===== config.mk =====
export PLATFORM = sky130hd
export DESIGN_NAME = nni_tx_serializer
export DESIGN_NICKNAME = d
export VERILOG_FILES = /design/src/rtl/nni_pkg.sv /design/src/rtl/hec_gen.sv /design/src/rtl/nni_tx_serializer.sv
export SDC_FILE = /design/constraint.sdc
export NUM_CORES = 1
export LEC_CHECK = 0
export CAP_MARGIN = 10
export CELL_PAD_IN_SITES_DETAIL_PLACEMENT = 1
export CELL_PAD_IN_SITES_GLOBAL_PLACEMENT = 2
export CORE_UTILIZATION = 32
export DETAILED_ROUTE_END_ITERATION = 6
export GPL_TIMING_DRIVEN = 1
export PLACE_DENSITY = 0.89
export SETUP_SLACK_MARGIN = 0.3
export SYNTH_ARGS = -nofsm -noshare
export SYNTH_HDL_FRONTEND = slang
export SYNTH_SLANG_ARGS = --single-unit

===== constraint.sdc =====
create_clock -name clk -period 3.15 [get_ports clk]
set_clock_uncertainty 0.15 [all_clocks]
set_input_delay 0.63 -clock clk [delete_from_list [all_inputs] [get_ports clk]]
set_output_delay 0.63 -clock clk [all_outputs]
set_load 0.01 [all_outputs]

===== src/rtl/nni_pkg.sv =====
`default_nettype none
// ==========================================================================
// nni_pkg: cell constants and transmit FSM state shared by NNI TX/RX. Rev 1.0
// ==========================================================================
package nni_pkg;
    localparam int         CELL_BYTES = 53;
    localparam int         CELL_W     = 424;
    localparam int         HDR_BYTES  = 4;
    localparam logic [7:0] HEC_POLY   = 8'h07;
    localparam logic [7:0] HEC_COSET  = 8'h55;

    typedef enum logic [1:0] {
        ST_IDLE  = 2'd0,
        ST_FETCH = 2'd1,
        ST_LOAD  = 2'd2,
        ST_SEND  = 2'd3
    } tx_state_t;
endpackage
`default_nettype wire


===== src/rtl/hec_gen.sv =====
`default_nettype none
// ==========================================================================
// hec_gen: combinational CRC-8 (0x07) header HEC with coset applied. Rev 1.0
// ==========================================================================
module hec_gen
    import nni_pkg::*;
(
    input  logic [8*HDR_BYTES-1:0] hdr,
    output logic [7:0]             hec
);

    logic [7:0] w_crc;

    always_comb begin
        w_crc = 8'h00;
        for (int i = 8*HDR_BYTES-1; i >= 0; i--) begin
            w_crc = {w_crc[6:0], 1'b0} ^ ((w_crc[7] ^ hdr[i]) ? HEC_POLY : 8'h00);
        end
        hec = w_crc ^ HEC_COSET;
    end

endmodule
`default_nettype wire


===== src/rtl/nni_tx_serializer.sv =====
`default_nettype none
// ==========================================================================
// nni_tx_serializer: pops 53-byte cells and sends them MSB byte first. Rev 1.0
// ==========================================================================
module nni_tx_serializer
    import nni_pkg::*;
#(
    parameter int HEC_GEN = 1,
    parameter int CNT_W   = 16
) (
    input  logic              clk,
    input  logic              rst_n,
    input  logic              fifo_empty,
    output logic              fifo_rd_en,
    input  logic [CELL_W-1:0] fifo_data,
    output logic [7:0]        tx_data,
    output logic              tx_soc,
    output logic              tx_valid,
    input  logic              tx_ready,
    output logic              busy,
    output logic [CNT_W-1:0]  cell_cnt
);

    localparam logic [5:0] c_last_idx = 6'(CELL_BYTES - 1);

    tx_state_t         r_state;
    logic [CELL_W-1:0] r_cell;
    logic [5:0]        r_byte_idx;
    logic [CNT_W-1:0]  r_cell_cnt;
    logic              r_rd_en;
    logic              r_valid;
    logic              r_soc;
    logic              r_busy;
    logic [7:0]        w_hec;
    logic [CELL_W-1:0] w_cell_in;

    hec_gen u_hec_gen (
        .hdr (fifo_data[CELL_W-1 -: 8*HDR_BYTES]),
        .hec (w_hec)
    );

    always_comb begin
        w_cell_in = fifo_data;
        if (HEC_GEN != 0) begin
            w_cell_in[CELL_W-8*HDR_BYTES-1 -: 8] = w_hec;
        end
    end

    // The cell register shifts left on every accepted byte, so the current
    // byte is always the top byte and it drains to zero after byte 52.
    always_ff @(posedge clk or negedge rst_n) begin
        if (!rst_n) begin
            r_state    <= ST_IDLE;
            r_cell     <= '0;
            r_byte_idx <= '0;
            r_cell_cnt <= '0;
            r_rd_en    <= 1'b0;
            r_valid    <= 1'b0;
            r_soc      <= 1'b0;
            r_busy     <= 1'b0;
        end else begin
            case (r_state)
                ST_IDLE: begin
                    if (!fifo_empty) begin
                        r_state <= ST_FETCH;
                        r_rd_en <= 1'b1;
                        r_busy  <= 1'b1;
                    end
                end
                ST_FETCH: begin
                    r_rd_en <= 1'b0;
                    r_state <= ST_LOAD;
                end
                ST_LOAD: begin
                    r_cell     <= w_cell_in;
                    r_byte_idx <= '0;
                    r_valid    <= 1'b1;
                    r_soc      <= 1'b1;
                    r_state    <= ST_SEND;
                end
                ST_SEND: begin
                    if (tx_ready) begin
                        r_soc  <= 1'b0;
                        r_cell <= {r_cell[CELL_W-9:0], 8'h00};
                        if (r_byte_idx == c_last_idx) begin
                            r_cell_cnt <= r_cell_cnt + CNT_W'(1);
                            r_valid    <= 1'b0;
                            r_busy     <= 1'b0;
                            r_state    <= ST_IDLE;
                        end else begin
                            r_byte_idx <= r_byte_idx + 6'd1;
                        end
                    end
                end
                default: r_state <= ST_IDLE;
            endcase
        end
    end

    assign fifo_rd_en = r_rd_en;
    assign tx_data    = r_cell[CELL_W-1 -: 8];
    assign tx_soc     = r_soc;
    assign tx_valid   = r_valid;
    assign busy       = r_busy;
    assign cell_cnt   = r_cell_cnt;

endmodule
`default_nettype wire

==> impl_results.md, run 1 <==
- Min-delay worst type: reg -> reg
- Total Routed Length: 65100 um
- Count of final setup violators: 0
- Top-count cell post-synth: dfrtp_1
- Placer Congestion: 0.859
- Endpoint of the worst hold path: r_cell[282]
- # DRC: 0
- Avg Vias per Cell: 4.82
- WP data required: 3.44 ns
- Net Sw Frac: 0.377
- Max-slew violations: 0
- Reg-to-Reg End: r_cell[315]
- Clk root buf: clkbuf_16
- Number of global-route vias before repair: 18000
- TritonCTS buffer count: 53
- Crit Path Max Fanout: 3
- Most frequent cells after synthesis: dfrtp_1 (452), nand2_1 (421), o21ai_0 (421), mux2i_1 (411), clkbuf_1 (134)
- Outcome: finished clean
- Mean cell area of the mapped netlist: 10.4 um^2
- Drt wl/cell: 19.3 um
- Slew HR: 0.345
- Post-CTS Setup Inserts: 0
- Number of port buffers: 447
- Final Hold Viols: 0
- Setup CP Type: in -> reg
- Crit path DAT: 3.08 ns
- Pwr dens: 975 nW/um^2
- FF-to-FF path depth: 6
- CTS tree: yes
- Clk pwr share: 0.230
- Htree depth: 2
- Startpoint types: primary input
- Top cells by area, synth: dfrtp_1 (53%), mux2i_1 (19%), o21ai_0 (9.9%), nand2_1 (7.4%), xnor2_1 (2.6%)
- CORE AREA: 65700 um^2
- Async S/R FF share, synth: 1.00
- Synth Register Bits: 452
- P&R area growth vs syn: 35.9%
- Post-detail-place hpwl: 47000 um
- Hold path start: r_cell[282]
- Worst slew pin tran: 0.982 ns
- Final cycle utilization of the critical path: 0.885
- I/O pin cnt: 456
- Setup TNS: 0 ns
- Iter 0 DRT Violations: 674
- Mapped Area: 21300 um^2
- Share of layout cells above drive strength 1: 0.0711
- Routed vias: 16200
- Top-area cell type share of the netlist area: 0.532
- Max cap viols: 0
- Initial antenna violation count: 24
- Clock Sinks: 452
- Largest net degree at the start of global routing: 169
- Pre-Repair DR Iteration Count: 6
- Hold Path Stages: 2
- Period minus WS final: 2.79 ns
- Sequential power share: 0.361
- Cell Int Power: 17.6 mW
- Post-synthesis cell type count: 30
- Largest area contributor in the netlist: dfrtp_1
- Final Net Count: 2886
- Max Buffers Root-to-Sink: 3
- Cells after Synth: 2035
- Rows: 94
- Total GRT Usage: 0.191
- Die width: 260 um
- Psw: 10.6 mW
- Effective utilization at floorplan: 0.323
- Combinational power share: 0.409
- Fmax: 359 MHz
- First-pass GRT wire length: 101000 um
- RSZ-0062 raised after global routing: no
- Post-layout total power: 28.2 mW
- Pleak: 12.4 nW
- Fill count: 7197
- R2R setup slack: 0.58 ns
- Yosys warning total: 0
- Skew-Pair Late Insertion Delay: 0.60 ns
- R2R Path Start: r_state[1]
- CP endpoint kind: register
- Die height: 260 um
- Post-Syn Nets: 2470
- Grt total ovfl: 0
- Clock slew seen by the registers of the worst setup and hold paths: 0.06 ns
- EDFF count, synth: 0
- Die area: 67500 um^2
- Post-route ant nets: 0
- Seq/Total Area, Yosys: 0.532
- Peak VDD IR: 0.647 mV
- Most used DFF post-synth: dfrtp_1
-- worst max-delay path by stage --
| stage | startpoint | slack (ns) | to |
|---|---|---|---|
| after global placement | fifo_data[420] | -0.26 | r_cell[386] |
| after CTS | fifo_data[422] | 0.34 | r_cell[386] |
| after detailed placement | fifo_data[420] | -0.41 | r_cell[386] |
| after global routing | fifo_data[420] | 0.31 | r_cell[388] |
| after floorplan | fifo_data[420] | 0.34 | r_cell[386] |
| final | fifo_data[422] | 0.36 | r_cell[388] |
-- cells in the final DEF, fill, tap and decap left out, types with 3 or more instances in the layout --
cell type        Yosys  routed
clkdlybuf4s50_1      0     446
nand2_1            421     421
xor2_1              20      19
nor2_1              14      12
bufinv_16            0       6
a22o_1               8       8
xnor2_1             62      58
ha_1                 7       6
nand3_1             11      11
clkbuf_8             0      17
a22oi_1              7       7
nand4_1              4       4
dfrtp_1            452     452
clkbuf_1           134       7
and3_1               4       4
mux2_2               8       8
xnor2_2              1       4
o21ai_0            421     421
buf_4                8      47
buf_12               0      19
xnor3_1              6       6
clkinv_2             0       7
mux2i_1            411     411
clkbuf_16            0      53
inv_1               10      10
and2_1               3       3
diode_2              0      11
-- flip-flops by register name (all words and copies together) (netlist names) --
| name | flops |
|---|---|
| cell_cnt | 16 |
| fifo_rd_en | 1 |
| r_cell | 424 |
| tx_soc | 1 |
| tx_valid | 1 |
| r_byte_idx | 6 |
| r_state | 2 |
| busy | 1 |
-- what timing repair did --
item | CTS | global route
hold endpoints to repair | 56 | 0
resized for setup | 2 | 4
setup endpoints to repair | 2 | 2
pin swaps | 1 | 4
hold buffers | 1 | 0
-- per-stage QoR --
stage	util	hold WS (ns)	worst slack (ns)	instance area (um^2)	std cells
after floorplan	-	0.184	0.344	21300	2035
after global placement	0.410	0.311	-0.258	27000	3259
after detailed placement	0.410	0.320	-0.407	27000	3259
after CTS	0.439	0.333	0.343	28800	3355
after global routing	0.440	0.350	0.307	28900	3364
final	0.440	0.328	0.363	28900	3366
-- critical path, stage by stage --
cell and delay, ns:
clkdlybuf4s50_1 0.54, buf_4 0.16, xor3_4 0.53, xor2_1 0.25
xnor2_1 0.14, xnor2_1 0.34, xor2_1 0.21, xnor2_1 0.14
o21ai_0 0.12
-- cell type report --
cell class	count	area [um^2]	share of cell area
Timing Repair Buffer	514	5220	0.181
Inverter	10	37.5	0.00130
Sequential cell	452	11300	0.391
Clock inverter	18	256	0.00887
Clock buffer	77	1590	0.0549
Multi-Input combinational cell	1420	9380	0.325
Antenna cell	11	27.5	0.000952
Tap cell	864	1080	0.0374
-- power groups by stage --
stage          clock network (mW)  registers [mW]  logic (mW)
4_1_cts                      6.68            10.2        11.7
6_report                     6.47            10.2        11.5
3_5_place_dp                    0            10.3        11.6
3_3_place_gp                    0            10.1        11.0
5_1_grt                      6.89            10.5        13.0
2_1_floorplan                   0            9.61        8.37
-- logic make-up after synthesis --
logic type               count (synthesis)  synth area share
AND/OR/NAND/NOR                        461            0.0840
buffers and inverters                  163            0.0302
multiplexers                           419             0.198
flip-flops                             452             0.532
adder cells (fa/ha/maj)                  7           0.00412
AO/OA/AOI/OAI                          440             0.106
XOR/XNOR                                93            0.0457
-- layer usage --
metal / vias to the layer above / wire (um) / GRT usage
li1: 7815 / - / -
met1: 7949 / 26400 / 0.224
met2: 324 / 33100 / 0.335
met3: 116 / 3990 / 0.0547
met4: 28 / 1400 / 0.0542
met5: - / 180 / 0
(Power assumes the default switching activity.)
==> run 2: changes to the inputs <==
--- a/config.mk
+++ b/config.mk
@@ -8,10 +8,10 @@
 export CAP_MARGIN = 10
 export CELL_PAD_IN_SITES_DETAIL_PLACEMENT = 1
 export CELL_PAD_IN_SITES_GLOBAL_PLACEMENT = 2
-export CORE_UTILIZATION = 32
+export CORE_UTILIZATION = 30
 export DETAILED_ROUTE_END_ITERATION = 6
 export GPL_TIMING_DRIVEN = 1
-export PLACE_DENSITY = 0.89
+export PLACE_DENSITY = 0.85
 export SETUP_SLACK_MARGIN = 0.3
 export SYNTH_ARGS = -nofsm -noshare
 export SYNTH_HDL_FRONTEND = slang
==> run 2 against run 1 <==
Die area is 6.6% higher. Utilization is 2.6 points lower. Count of clock-buffer cells in the layout is 5 lower. Sequential share of layout area is 0.079 points lower. Combinational power hardly changed. Via count is 0.29% higher. Non-clock buffer count is 10 lower. Critical path type unchanged. Highest routed layer unchanged.
==> impl_results.md, run 2 (synthesis results as in run 1) <==
- WP data required: 3.49 ns
- R2R setup slack: 0.71 ns
- Die area: 71900 um^2
- Pre-Repair DR Iteration Count: 4
- Total GRT Usage: 0.180
- RSZ-0062 raised after global routing: no
- CP endpoint kind: register
- Max FFs per register: 424
- Non-Filler Instances: 3444
- Iter 0 DRT Violations: 905
- Post-detail-place hpwl: 47300 um
- Skew-Pair Late Insertion Delay: 0.60 ns
- Pleak: 12.4 nW
- Count of final setup violators: 0
- Effective utilization at floorplan: 0.304
- Endpoint of the worst hold path: r_cell[22]
- Clock Sinks: 452
- Hold path start: r_cell[22]
- Number of global-route vias before repair: 17800
- Total Routed Length: 66000 um
- CORE AREA: 70000 um^2
- Most frequent cells in the layout: dfrtp_1 (452), clkdlybuf4s50_1 (446), nand2_1 (421), o21ai_0 (421), mux2i_1 (411)
- Placer Congestion: 0.886
- Max-slew violations: 0
- Hold Path Stages: 2
- Period minus WS final: 2.81 ns
- Clk root buf: clkbuf_16
- Drt wl/cell: 19.2 um
- FF-to-FF path depth: 8
- Fmax: 356 MHz
- Max Buffers Root-to-Sink: 3
- P&R area growth vs syn: 36.2%
- Die height: 268 um
- Clock slew seen by the registers of the worst setup and hold paths: 0.06 ns
- Crit Path Max Fanout: 3
- Share of layout cells above drive strength 1: 0.0688
- CTS tree: yes
- Post-CTS Setup Inserts: 0
- Leading cell type in the layout, fill and taps excluded: dfrtp_1
- Outcome: finished clean
- Reg-to-Reg End: r_cell[358]
- Final Net Count: 2876
- Hold slack: 0.328 ns
- Die width: 268 um
- Worst slew pin tran: 0.815 ns
- Max cap viols: 0
- Pwr dens: 975 nW/um^2
- Routed vias: 16300
- Post-route ant nets: 0
- Grt total ovfl: 0
- # DRC: 0
- Startpoint types: primary input
- Final cycle utilization of the critical path: 0.891
- TritonCTS buffer count: 53
- Setup TNS: 0 ns
- Peak VDD IR: 0.758 mV
- Rows: 97
- Setup CP Type: in -> reg
- Slew HR: 0.457
- Initial antenna violation count: 30
- R2R Path Start: r_state[0]
- Crit path DAT: 3.14 ns
- Top reg by flops: r_cell
- Post-layout total power: 28.2 mW
- Final Util: 0.414
- Number of port buffers: 447
- Min-delay worst type: reg -> reg
- I/O pin cnt: 456
- Avg Vias per Cell: 4.73
- Post-placement cell count: 3325
- Largest net degree at the start of global routing: 116
- Final Hold Viols: 0
- Htree depth: 2
- First-pass GRT wire length: 101000 um
==> run 2: cell types whose count changed in the layout (fill, tap and decap cells not counted), sizes merged <==
cell      change
bufinv        +1
buf          -10
clkinvlp      -2
diode         +7
clkbuf        -5
clkinv        +9
inv           +2
==> run 2: what timing repair did <==
item | 4_1_cts | 5_1_grt
setup endpoints to repair | 1 | 3
resized for setup | 1 | 5
pin swaps | 0 | 5
hold buffers | 1 | 0
endpoints found under the hold margin | 29 | 0
==> run 2: layout make-up <==
type | instances | area [um^2]
Inverter | 10 | 37.5
Sequential cell | 452 | 11300
Timing Repair Buffer | 504 | 5150
Clock buffer | 72 | 1510
Antenna cell | 18 | 45.0
Clock inverter | 28 | 357
Tap cell | 940 | 1180
Fill cell | 7695 | 41100
Multi-Input combinational cell | 1420 | 9380
==> run 2: where the power goes <==
group          total (mW)  internal [mW]  leakage [nW]  switching, mW
combinational        11.5           5.00          5.80           6.51
sequential           10.2           8.56          5.66           1.61
clock                6.56           3.95         0.931           2.61
total                28.2           17.5          12.4           10.7
==> run 2: stage by stage <==
stage / setup WS [ns] / cell area [um^2]
finish: 0.343 / 29000
global route: 0.283 / 29000
CTS: 0.315 / 28900
detailed placement: -0.320 / 27000
global placement: -0.239 / 27000
floorplan: 0.344 / 21300
==> run 2: routing by layer <==
| metal | GRT usage | share of wire | vias up |
|---|---|---|---|
| met1 | 0.211 | 0.40 | 7983 |
| li1 | - | - | 7800 |
| met4 | 0.0670 | 0.027 | 28 |
| met3 | 0.0481 | 0.057 | 124 |
| met5 | 0 | 0.0027 | - |
| met2 | 0.314 | 0.51 | 344 |
==> run 2: worst max-delay path: stages <==
cell             delay [ns]
clkdlybuf4s50_1        0.53
xnor3_4                0.52
xor2_2                 0.16
xnor3_2                0.51
xnor2_4                0.17
xnor2_2                0.16
xnor2_1                0.16
a221oi_2               0.29
==> run 2: worst max-delay path by stage <==
stage,from,to,slack [ns],cells after the start
after floorplan,fifo_data[420],r_cell[386],0.34,7
after global placement,fifo_data[420],r_cell[386],-0.24,8
after detailed placement,fifo_data[422],r_cell[386],-0.32,8
after CTS,fifo_data[422],r_cell[386],0.31,8
after global routing,fifo_data[418],r_cell[386],0.28,9
final,fifo_data[422],r_cell[386],0.34,8
